[src/rtl/icache_pkg.sv]
// Shared types and constants for the I-cache refill path.
package icache_pkg;

  localparam int unsigned ADDR_W         = 32;
  localparam int unsigned LINE_W         = 128;
  localparam int unsigned WORD_W         = 32;
  localparam int unsigned OFFSET_W       = 4;
  localparam int unsigned WORDS_PER_LINE = 4;

  typedef enum logic [1:0] {
    IDLE = 2'd0,
    REQ  = 2'd1,
    FILL = 2'd2
  } refill_state_e;

  // Clear the byte-offset bits so the address points at the start of a line.
  function automatic logic [ADDR_W-1:0] line_align(input logic [ADDR_W-1:0] addr);
    return {addr[ADDR_W-1:OFFSET_W], OFFSET_W'(0)};
  endfunction

endpackage

[src/rtl/icache_refill_ctrl.sv]
// I-cache miss handler: accepts one line miss, fetches the full line from
// memory in a single beat, writes it into the cache arrays and returns the
// requested word.
// Optional watchdog: define REFILL_TIMEOUT_EN to abort a refill whose memory
// request goes unanswered for TIMEOUT_CYCLES cycles (pulses refill_err).
module icache_refill_ctrl #(
  parameter int unsigned ADDR_W         = icache_pkg::ADDR_W,
  parameter int unsigned LINE_W         = icache_pkg::LINE_W,
  parameter int unsigned WORD_W         = icache_pkg::WORD_W,
  parameter int unsigned TIMEOUT_CYCLES = 64
) (
  input  logic              clk,
  input  logic              rst,
  input  logic              miss_valid,
  output logic              miss_ready,
  input  logic [ADDR_W-1:0] miss_addr,
  output logic              mem_req,
  output logic [ADDR_W-1:0] mem_addr,
  input  logic              mem_ready,
  input  logic [LINE_W-1:0] mem_data_in,
  output logic              fill_valid,
  output logic [ADDR_W-1:0] fill_addr,
  output logic [LINE_W-1:0] fill_data,
  output logic              resp_valid,
  output logic [WORD_W-1:0] resp_data,
  output logic              refill_err
);

  import icache_pkg::*;

  localparam int unsigned WORDS  = LINE_W / WORD_W;
  localparam int unsigned SEL_W  = $clog2(WORDS);
  localparam int unsigned BYTE_W = $clog2(WORD_W / 8);

  // Elaboration-time sanity check of the configuration against the package.
  if (WORDS != WORDS_PER_LINE || (LINE_W / 8) != (1 << OFFSET_W) ||
      ADDR_W != icache_pkg::ADDR_W || TIMEOUT_CYCLES < 2) begin : g_cfg_check
    $error("icache_refill_ctrl: unsupported parameter combination");
  end

  refill_state_e state_q, state_d;

  logic [ADDR_W-1:0] addr_q, addr_d;
  logic [SEL_W-1:0]  word_sel_q, word_sel_d;

  logic accept;
  logic capture;
  logic timeout;

  logic              miss_ready_d;
  logic              mem_req_d;
  logic [ADDR_W-1:0] mem_addr_d;
  logic              fill_valid_d;
  logic [ADDR_W-1:0] fill_addr_d;
  logic [LINE_W-1:0] fill_data_d;
  logic              resp_valid_d;
  logic [WORD_W-1:0] resp_data_d;
  logic              refill_err_d;

  // Handshake qualifiers: a miss is taken only in IDLE, data only in REQ.
  assign accept  = (state_q == IDLE) && miss_valid;
  assign capture = (state_q == REQ) && mem_ready;

`ifdef REFILL_TIMEOUT_EN
  localparam int unsigned CNT_W = $clog2(TIMEOUT_CYCLES);

  logic [CNT_W-1:0] wait_cnt_q;

  // Watchdog: held at zero outside REQ, counts REQ cycles without mem_ready.
  always_ff @(posedge clk) begin
    if (rst) begin
      wait_cnt_q <= '0;
    end else if (state_q != REQ) begin
      wait_cnt_q <= '0;
    end else if (!mem_ready) begin
      wait_cnt_q <= wait_cnt_q + CNT_W'(1);
    end
  end

  // A late mem_ready in the final cycle still wins over the abort.
  assign timeout = (state_q == REQ) && !mem_ready &&
                   (wait_cnt_q == CNT_W'(TIMEOUT_CYCLES - 1));
`else
  assign timeout = 1'b0;
`endif

  // State register.
  always_ff @(posedge clk) begin
    if (rst) begin
      state_q <= IDLE;
    end else begin
      state_q <= state_d;
    end
  end

  // Next-state logic.
  always_comb begin
    state_d = state_q;
    unique case (state_q)
      IDLE: begin
        if (miss_valid) begin
          state_d = REQ;
        end
      end
      REQ: begin
        if (mem_ready) begin
          state_d = FILL;
        end else if (timeout) begin
          state_d = IDLE;
        end
      end
      FILL: begin
        state_d = IDLE;
      end
      default: begin
        state_d = IDLE;
      end
    endcase
  end

  // Next values of the registered outputs, decoded from the state being entered.
  always_comb begin
    addr_d       = addr_q;
    word_sel_d   = word_sel_q;
    miss_ready_d = 1'b0;
    mem_req_d    = 1'b0;
    mem_addr_d   = '0;
    fill_valid_d = 1'b0;
    fill_addr_d  = '0;
    fill_data_d  = '0;
    resp_valid_d = 1'b0;
    resp_data_d  = '0;
    refill_err_d = 1'b0;

    if (accept) begin
      addr_d     = ADDR_W'(line_align(miss_addr));
      word_sel_d = miss_addr[BYTE_W +: SEL_W];
    end

    miss_ready_d = (state_d == IDLE);

    if (state_d == REQ) begin
      mem_req_d  = 1'b1;
      mem_addr_d = addr_d;
    end

    if (capture) begin
      fill_valid_d = 1'b1;
      fill_addr_d  = addr_q;
      fill_data_d  = mem_data_in;
      resp_valid_d = 1'b1;
      resp_data_d  = mem_data_in[WORD_W * 32'(word_sel_q) +: WORD_W];
    end

    refill_err_d = timeout;
  end

  // Output and request-context registers.
  always_ff @(posedge clk) begin
    if (rst) begin
      addr_q     <= '0;
      word_sel_q <= '0;
      miss_ready <= 1'b1;
      mem_req    <= 1'b0;
      mem_addr   <= '0;
      fill_valid <= 1'b0;
      fill_addr  <= '0;
      fill_data  <= '0;
      resp_valid <= 1'b0;
      resp_data  <= '0;
      refill_err <= 1'b0;
    end else begin
      addr_q     <= addr_d;
      word_sel_q <= word_sel_d;
      miss_ready <= miss_ready_d;
      mem_req    <= mem_req_d;
      mem_addr   <= mem_addr_d;
      fill_valid <= fill_valid_d;
      fill_addr  <= fill_addr_d;
      fill_data  <= fill_data_d;
      resp_valid <= resp_valid_d;
      resp_data  <= resp_data_d;
      refill_err <= refill_err_d;
    end
  end

endmodule

[config.mk]
export PLATFORM = sky130hd
export DESIGN_NAME = icache_refill_ctrl
export DESIGN_NICKNAME = d
export VERILOG_FILES = /design/src/rtl/icache_pkg.sv /design/src/rtl/icache_refill_ctrl.sv
export SDC_FILE = /design/constraint.sdc
export NUM_CORES = 1
export LEC_CHECK = 0
export CAP_MARGIN = 10
export CORE_ASPECT_RATIO = 1.4
export CORE_MARGIN = 3
export CORE_UTILIZATION = 30
export CTS_CLUSTER_DIAMETER = 60
export CTS_CLUSTER_SIZE = 20
export DETAILED_ROUTE_END_ITERATION = 16
export HOLD_SLACK_MARGIN = 0.1
export PLACE_DENSITY = 0.75
export SYNTH_ARGS = -nofsm -noshare
export SYNTH_HDL_FRONTEND = slang
export SYNTH_SLANG_ARGS = --single-unit
[constraint.sdc]
create_clock -name clk -period 1.55 [get_ports clk]
set_clock_uncertainty 0.15 [all_clocks]
set_input_delay 0.31 -clock clk [delete_from_list [all_inputs] [get_ports clk]]
set_output_delay 0.31 -clock clk [all_outputs]
set_load 0.05 [all_outputs]
== Word level (Yosys, flattened, before mapping) ==
Cells that the tools add are included.

* Register bits: 263
* Input port bits: 164
* Word-level logic and storage cells: 27

* Eq/ne operators: 2
* Shift-type cells: 1
* Multiplexer cells: 6
* Bitwise logic cells: 2
* Reduce and logical (&&, ||, !) cells: 6

{| class="wikitable"
|+ Operators by type and width
! operator !! number
|-
| $shiftx 128x8->32 || 1
|-
| $mux 32 || 1
|-
| $eq 2x1->1 const B || 2
|-
| $logic_not 2->1 || 2
|-
| $mux 2 || 2
|-
| $pmux 2 s2 || 1
|-
| $reduce_or 2->1 || 2
|-
| $logic_and 1x1->1 || 2
|-
| $mux 1 || 2
|-
| $not 1->1 || 2
|}

== Longest topological paths before layout ==
Gate-level depths: netlist of run 1.

* Depth in word-level cells: 5
* Depth in mapped cells: 6
* Depth with buffers taken out: 3

== Worst setup path after synthesis of run 1 ==
Ideal clock, no wire load.

* Kind: reg-to-reg
* From: register word_sel_q[0]
* To: register resp_data[10]
* Setup time: 0.115 ns
* Data arrival time: 1.216 ns
* Data required time: 1.285 ns
* Setup slack: 0.069 ns
* Stages on the path, launching flop included: 5
* Period minus slack after synthesis: 1.481 ns
* Cells stage by stage: dfxtp_1 -> buf_6 -> buf_12 -> mux4_2 -> and2_1

* Word-level cells in the longest chain between the ends: 1

{| class="wikitable"
|+ Ends and longest elaborated chain
! what !! RTL line !! source
|-
| start, declared || icache_refill_ctrl.sv:44 || <nowiki>logic [SEL_W-1:0] word_sel_q, word_sel_d;</nowiki>
|-
| start signal, assigned || icache_refill_ctrl.sv:174 || <nowiki>word_sel_q <= word_sel_d;</nowiki>
|-
| $shiftx 128x8->32 || icache_refill_ctrl.sv:152 || <nowiki>resp_data_d = mem_data_in[WORD_W * 32'(word_sel_q) +: WORD_W];</nowiki>
|-
| end signal, assigned || icache_refill_ctrl.sv:182 || <nowiki>resp_data <= resp_data_d;</nowiki>
|-
| end, declared || icache_refill_ctrl.sv:25 || <nowiki>output logic [WORD_W-1:0] resp_data,</nowiki>
|}

No other way between the ends.
A chain may end at the register's enable or synchronous reset.

== Worst setup path after layout of run 1 ==
* From: register state_q[1]
* To: register addr_q[5]

* Word-level cells in the longest chain between the ends: 3

{| class="wikitable"
|+ Ends and longest elaborated chain
! what !! RTL line !! source
|-
| start, declared || icache_refill_ctrl.sv:41 || <nowiki>refill_state_e state_q, state_d;</nowiki>
|-
| start signal, assigned || icache_refill_ctrl.sv:92 || <nowiki>state_q <= state_d;</nowiki>
|-
| $logic_not 2->1 || icache_refill_ctrl.sv:61 || <nowiki>assign accept = (state_q == IDLE) && miss_valid;</nowiki>
|-
| $logic_and 1x1->1 || icache_refill_ctrl.sv:61 ||
|-
| $mux 32 || icache_refill_ctrl.sv:135 || <nowiki>if (accept) begin</nowiki>
|-
| end signal, assigned || icache_refill_ctrl.sv:173 || <nowiki>addr_q <= addr_d;</nowiki>
|-
| end, declared || icache_refill_ctrl.sv:43 || <nowiki>logic [ADDR_W-1:0] addr_q, addr_d;</nowiki>
|}

No other way between the ends.

==> results.txt, run 1 <==
- The run finished, with violations left.
- Violations in the final reports: negative setup slack
* Number of nets in the final layout: about 1200
* Arrival time of data at the critical path endpoint: between 1.5 and 2 ns
- In this run the clock root is driven by a sky130_fd_sc_hd__clkbuf_16.
* Initial Util: 0.308
* Max-slew violations: 0
* Post-synth design cell area: between 0.008 and 0.009 mm^2
* Number of non-filler instances in the completed layout: ~1400
- Worst stage delay on the critical path: about 0.37 ns
- Summed over all cells, the static leakage comes to around 0.0063 uW.
* Grt ovf: 0
* 1st-iter DRT viols: 187
- Footprint of the multi-input gates: 0.00282 mm^2
* Most common cell after layout, fill and taps aside: sky130_fd_sc_hd__dfxtp_1
- The netlist uses 24 different library cells.
* Clock tree from TritonCTS: built
- Die span in x: between 100 and 150 um
- Family with the most delay on the worst path: flip-flops
* Class of the most critical hold timing path: input port to flip-flop
- Count of vias placed by the detailed router: between 6000 and 7000
- Unrepaired setup endpoints after global routing: yes
* Global-route wire length before repair: roughly 40000 um
* Synthesis Warnings: 0
- In the final routed layout, each cell accounts on average for between 15 and 20 um.
- The share of total power dissipated in combinational logic is 0.157.
- Number of failing setup endpoints in the final timing report: 33
- 1st-pass router iterations: 4
- Final weighted congestion of routability-driven global placement: about 0.91
- Syn_area_per_cell: about 13 um^2
- CTS Buffer Depth: 3
- Sw Share: 0.239
- Dividing total power by cell area gives a power density of approximately 910 mW/mm^2.
- After technology mapping, the gate count stands at 637.
- Largest net degree at the start of global routing: 71
- Across the VDD grid, the largest voltage drop is about 0.78 mV.
- Including well taps, the total number of placed cells is 1384.
- Overall die height: 201 um
- CTS built an H-tree with a depth of 1.
- The clock net in this run drives a total of ~260 sinks.
- The layout has just under 2000 filler cells.
* Core area: about 0.026 mm^2
- The share of total power dissipated in the clock network is 0.352.
* Slowest cell on the critical path: sky130_fd_sc_hd__dfxtp_4
- Hold Vio Cnt, Final: 0
- Across the run, the number of max-cap violations was 0.
- STA classifies the critical path endpoint as a flip-flop.
* Insertion delay to the later sink of the worst-skew pair: between 0.4 and 0.5 ns
- For this run, the total global-route usage over all layers was measured as 0.176.
* Antenna violations before repair: 2
- For this design, the CTS-stage hold fixing added 0 buffers.
- Synthesis inferred 263 register bits.
- Number of placement rows: 70
* Fraction of final layout cells with drive strength greater than 1: 0.354
- At the worst endpoint, the required time is between 1.5 and 2 ns.
* Average via count per standard cell: between 4 and 5
- The count of nets left with antenna violations once routing finished came out at 0.
- Walking the worst path, the cells encountered are nor3b_4 > buf_6 > buf_12 > mux2i_4 > nor2_1.
* Post-Route WL: ~27000 um
- For the final routed database, the setup TNS stands at -0.894 ns.
* Min cycle time layout: 1.61 ns
* DRC violation count after routing: 0
- Critical-path maximum fanout: 8
* Cell area after placement: around 0.015 mm^2
- The critical path contains buffers and inverters numbering 2 combined.
- Prior to clock tree synthesis, the placed netlist has a worst setup slack of -0.421 ns.
* Die Area: 0.0292 mm^2
* Fmax: a little over 600 MHz
- Once detailed placement completed, the half-perimeter wirelength came to 20700 um.
* IO Pins: a little under 400
- The top cell types in the final layout, fill and taps aside, are sky130_fd_sc_hd__dfxtp_1, sky130_fd_sc_hd__buf_12, sky130_fd_sc_hd__and2_1.
- Across the whole layout, storage elements account for about 0.0053 mm^2.
- Area growth syn-to-layout: 95.6%
* Clock-pin slew of the registers on the worst-case setup and hold paths: approximately 0.080 ns
* WS Path Type: flip-flop to flip-flop
- Vias in the first global route: 6496
- Post-route cell area: 0.0159 mm^2
* Setup ws final: -0.0627 ns
- The internal portion of the total power is roughly 11000 uW.
- Critical Path Source Type: flip-flop
* Overall power: around 14000 uW
* Sequential fraction of design power: 0.490
- The analysis attributes to net switching a power of 3460 uW.
- In this run, CTS created clock tree buffers numbering 18.
* Port-buffer cells: 389
- Of the synthesized area, sequential elements account for 0.646.
- Post-Synthesis Net Count: approximately 800
- Final worst path period share: 1.04
-- registers in the layout, indices dropped and copies added, names as in the netlist --
register and cells:
state_q 2, word_sel_q 2, miss_ready 1, mem_req 1, resp_data 32, mem_addr 32, resp_valid 1, addr_q 32
fill_data 128, fill_addr 32
-- power by group through the flow --
stage | registers, uW | clock network, uW | logic [uW]
2_1_floorplan | 7570 | 0 | 514
3_3_place_gp | 7210 | 0 | 2040
3_5_place_dp | 7220 | 0 | 2080
4_1_cts | 7070 | 5240 | 2180
5_1_grt | 7090 | 5470 | 2370
6_report | 7080 | 5080 | 2270
-- stage by stage --
step | utilization | hold WS (ns)
CTS | 0.593 | 0.223
finish | 0.602 | 0.249
detailed placement | 0.563 | 0.293
global placement | 0.563 | 0.285
floorplan | - | 0.260
global route | 0.602 | 0.229
-- final cells by class --
type | instances | area share
repair buffers | 440 | 0.425
flip-flops and latches | 263 | 0.332
multi-input cells | 331 | 0.177
clock buffers | 21 | 0.0303
well taps | 360 | 0.0283
clock inverters | 6 | 0.00730
inverters | 2 | 0.000471
diodes | 1 | 0.000157
-- logic make-up after synthesis --
family | Yosys count | synth area share
flip-flops | 263 | 0.646
AND/OR/NAND/NOR | 266 | 0.187
buffers and inverters | 43 | 0.0376
multiplexers | 62 | 0.127
AO/OA/AOI/OAI | 2 | 0.00123
other | 1 | 0.000460
-- repair_timing --
item | 4_1_cts | 5_1_grt
setup endpoints to repair | 26 | 107
pin swaps | 11 | 1
buffers inserted | 7 | 2
resized for setup | 18 | 44
gates cloned | 3 | 1
-- worst paths after layout --
path                   start             to  slack (ns)  cells past startpoint
max               state_q[1]      addr_q[5]       -0.06                      5
max reg2reg       state_q[1]      addr_q[5]       -0.06                      5
min          mem_data_in[54]  fill_data[54]        0.25                      2
min reg2reg        addr_q[2]    mem_addr[2]        0.31                      1
-- routing by layer --
| layer | track usage | routed length [um] | part of all wire | vias to the layer above |
|---|---|---|---|---|
| li1 | - | - | - | 2876 |
| met4 | 0.0750 | 1120 | 0.041 | 2 |
| met1 | 0.171 | 9030 | 0.33 | 2925 |
| met2 | 0.334 | 14700 | 0.54 | 278 |
| met5 | 0 | 7 | 0.00026 | - |
| met3 | 0.0607 | 2330 | 0.086 | 64 |
-- Yosys cell counts --
cell                             number  area (um^2)
sky130_fd_sc_hd__and2_1             200         1250
sky130_fd_sc_hd__and3_1               1         6.26
sky130_fd_sc_hd__and3_2               1         7.51
sky130_fd_sc_hd__buf_12               3         60.1
sky130_fd_sc_hd__buf_2               15         75.1
sky130_fd_sc_hd__buf_4                4         30.0
sky130_fd_sc_hd__buf_6                5         56.3
sky130_fd_sc_hd__clkbuf_1             7         26.3
sky130_fd_sc_hd__clkbuf_2             5         25.0
sky130_fd_sc_hd__clkbuf_8             1         13.8
sky130_fd_sc_hd__conb_1               1         3.75
sky130_fd_sc_hd__dfxtp_1            263         5270
sky130_fd_sc_hd__dlymetal6s2s_1       1         12.5
sky130_fd_sc_hd__inv_1                2         7.51
sky130_fd_sc_hd__mux2i_1             30          300
sky130_fd_sc_hd__mux4_1               3         78.8
sky130_fd_sc_hd__mux4_2              29          653
sky130_fd_sc_hd__nor2_1              59          221
sky130_fd_sc_hd__nor2_2               1         6.26
sky130_fd_sc_hd__nor2b_1              2         12.5
sky130_fd_sc_hd__nor3b_2              1         12.5
sky130_fd_sc_hd__nor4b_1              1         8.76
sky130_fd_sc_hd__o21ai_0              1         5.00
sky130_fd_sc_hd__o21ai_1              1         5.00
-- worst reg2reg max path, stage by stage (launching register included) --
cell                      delay (ns)
sky130_fd_sc_hd__dfxtp_4        0.37
sky130_fd_sc_hd__nor3b_4        0.27
sky130_fd_sc_hd__buf_6          0.19
sky130_fd_sc_hd__buf_12         0.18
sky130_fd_sc_hd__mux2i_4        0.28
sky130_fd_sc_hd__nor2_1         0.06
(Power assumes the default switching activity.)
==> run 2, diff against run 1 <==
--- a/config.mk
+++ b/config.mk
@@ -9,7 +9,7 @@
 export CORE_ASPECT_RATIO = 1.4
 export CORE_MARGIN = 3
 export CORE_UTILIZATION = 30
-export CTS_CLUSTER_DIAMETER = 60
+export CTS_CLUSTER_DIAMETER = 200
 export CTS_CLUSTER_SIZE = 20
 export DETAILED_ROUTE_END_ITERATION = 16
 export HOLD_SLACK_MARGIN = 0.1
==> results.txt, run 2 (synthesis results as in run 1) <==
* Overall die height: 201 um (unchanged)
- DRC violation count after routing: 0 (unchanged)
- Overall power: 13600 uW (-5.9%)
- CTS Buffer Depth: 3 (unchanged)
* Fraction of final layout cells with drive strength greater than 1: 0.353 (-0.00105)
- Largest register by flop count: fill_data
- The global-route track usage on met3 was 0.0607 (unchanged).
- The post-placement setup slack came to -0.421 ns (unchanged).
- Most common cell after layout, fill and taps aside: sky130_fd_sc_hd__dfxtp_1
- The switching power as a share of total power came to 0.247 (+0.00756).
- The met2 track utilization from global routing is 0.330 (-0.00334).
- Met1 GRT Util: 0.172 (+0.000812)
- The die outline width is 145 um (unchanged).
- Maximum vdd drop: 0.763 mV (-1.9%)
- The full die area came to 0.0292 mm^2 (unchanged).
* Min cycle time layout: 1.65 ns (+0.0400 ns)
* Post-Route WL: 27200 um (about the same)
* Most Crowded Layer GR: met2
- The number of top-level design ports is 393 (unchanged).
- The count of nets after finishing came to 1217 (-0.25%).
- The largest net degree at the start of global routing is 71 (unchanged).
- Class of the most critical hold timing path: input port to flip-flop
- The area of the core region was 0.0265 mm^2 (unchanged).
- The number of endpoints failing setup at the final stage is 19 (-42%).
* Family with the most delay on the worst path: simple AND/OR/NAND/NOR gates
- Post-layout utilization of the core: 0.597 (-0.00539)
- The global-route congestion overflow total came to 0 (unchanged).
* Number of flip-flops in the largest register: 128 (unchanged)
* Worst stage delay on the critical path: 0.35 ns (-0.02 ns)
- The number of logic stages on the critical path including buffering is 5 (unchanged).
* Total half-perimeter wirelength after legalization and detailed placement: 20700 um (unchanged)
- Setup ws final: -0.103 ns (-0.0400 ns)
* Leakage power: 0.00625 uW (-0.94%)
- The count of placed standard cells in the final layout, fillers left out is 1413 (-0.77%).
- The critical path is of the flip-flop to flip-flop type.
- Setup repair after global routing could not meet its margin everywhere.
- Comb power frac: 0.168 (+0.011)
- The worst register-to-register path begins at state_q[1].
* Hold Vio Cnt, Final: 0 (unchanged)
* Max-slew violations: 0 (unchanged)
- CTS placed an instance of sky130_fd_sc_hd__clkbuf_16 at the clock tree root.
- STA classifies the critical path endpoint as a flip-flop.
* Worst r2r path cells: 5 (unchanged)
* 1st-pass router iterations: 5 (+1)
- Insertion delay to the later sink of the worst-skew pair: 0.48 ns (about the same)
- Placed cells: 1384 (unchanged)
* Average via count per standard cell: 4.31 (-0.12%)
* Max-capacitance violation count: 0 (unchanged)
- Worst Setup EP: mem_addr[19]
- The row count was 70 (unchanged).
* Final weighted congestion of routability-driven global placement: 0.908 (unchanged)
* Power density normalized to cell area: 861 mW/mm^2 (-5.0%)
- Top library cells by usage in the layout, fill and taps aside: sky130_fd_sc_hd__dfxtp_1, sky130_fd_sc_hd__buf_12, sky130_fd_sc_hd__and2_1
- The relative contribution of the clock network to total power was 0.311 (-0.041).
- Violations in the final reports: negative setup slack
- STA classifies the critical path startpoint as a flip-flop.
- The run finished, with violations left.
* Final worst path period share: 1.07 (+0.0258)
- The remaining antenna violation count after routing was 0 (unchanged).
- The routed length per placed instance came to 19.2 um (+0.77%).
- The maximum level of the CTS H-tree came to 1 (unchanged).
- Clock tree from TritonCTS: built
- Register-to-register setup slack: -0.10 ns (-0.04 ns)
* Count of vias placed by the detailed router: 6090 (-0.90%)
- The number of hold buffers added after CTS was 0 (unchanged).
- Vias in the first global route: 6481 (-0.23%)
- The switching power is 3360 uW (-2.9%).
- The peak fanout along the critical path is 8 (unchanged).
* Required arrival time at the worst endpoint: 1.76 ns (about the same)
- Area growth syn-to-layout: 93.9%
- Worst path cell trace: nor3b_4 > buf_6 > buf_12 > mux2i_1 > nor2_1
- Arrival time of data at the critical path endpoint: 1.87 ns (+0.04 ns)
- Antenna violations before repair: 2 (unchanged)
- Sequential fraction of design power: 0.521 (+0.031)
* Global-route wire length before repair: 39700 um (-0.17%)
- Initial Util: 0.308 (unchanged)
- Gr usage total: 0.175 (-0.000399)
* Port-buffer cells: 389 (unchanged)
* Hold slack final: 0.254 ns (+0.00523 ns)
- Fmax: 605 MHz (-2.4%)
- 1st-iter DRT viols: 190 (+1.6%)
* Buffers plus inverters on the worst setup path: 2 (unchanged)
- The internal power came to 10200 uW (-6.8%).
* Worst r2r dst: mem_addr[19]
- The number of clock sinks was 263 (unchanged).
- The clock input transition at the sequential cells of the worst setup and hold paths came to 0.08 ns (about the same).
- Total clock buffers created by CTS: 17 (-1)
- Tracing the worst setup path back leads to its startpoint at state_q[1].
- Slowest cell on the critical path: sky130_fd_sc_hd__dfxtp_2
-- run 2: changes by cell type in the layout (fill, tap and decap cells not counted), sizes merged --
cell | before | now
buf | 278 | 274
inv | 5 | 3
bufinv | 3 | 0
clkbuf | 22 | 20
-- run 2: stage by stage --
step,TNS [ns],area (um^2)
after floorplan,0,8140
after global placement,-79.94,14900
after detailed placement,-88.85,14900
after CTS,-1.16,15500
after global routing,-2.54,15800
final,-0.552,15800
-- run 2: repair_timing --
item                                    CTS  global route
gates resized for setup                  13            51
buffers inserted                          2             2
gates cloned                              3             3
endpoints found under the setup margin   22           105
pin swaps                                 3            12
-- run 2: area by class of cell --
cell class | count | area (um^2)
Timing Repair Buffer | 438 | 6800
Tap cell | 360 | 450
Fill cell | 1978 | 10700
Sequential cell | 263 | 5280
Inverter | 2 | 7.51
Clock buffer | 17 | 425
Clock inverter | 1 | 20.0
Multi-Input combinational cell | 331 | 2810
Antenna cell | 1 | 2.50
-- run 2: worst min-delay path by stage --
stage,from,to,slack [ns],cells after the start
final,mem_data_in[17],fill_data[17],0.25,2
after detailed placement,addr_q[6],fill_addr[6],0.29,1
after floorplan,miss_valid,miss_ready,0.26,1
after CTS,mem_data_in[18],fill_data[18],0.23,2
after global placement,addr_q[20],fill_addr[20],0.28,1
after global routing,mem_data_in[124],fill_data[124],0.24,2
-- run 2: layer usage --
layer / vias up / part of all wire
met1: 2878 / 0.33
li1: 2859 / -
met2: 281 / 0.54
met4: 2 / 0.044
met5: - / 0.00048
met3: 70 / 0.086
-- run 2: power groups by stage --
stage               Sequential [uW]  Clock [uW]  Combinational, uW
CTS                            7070        4410               2160
global placement               7210           0               2040
finish                         7080        4230               2280
detailed placement             7220           0               2080
global route                   7090        4630               2380
floorplan                      7570           0                514
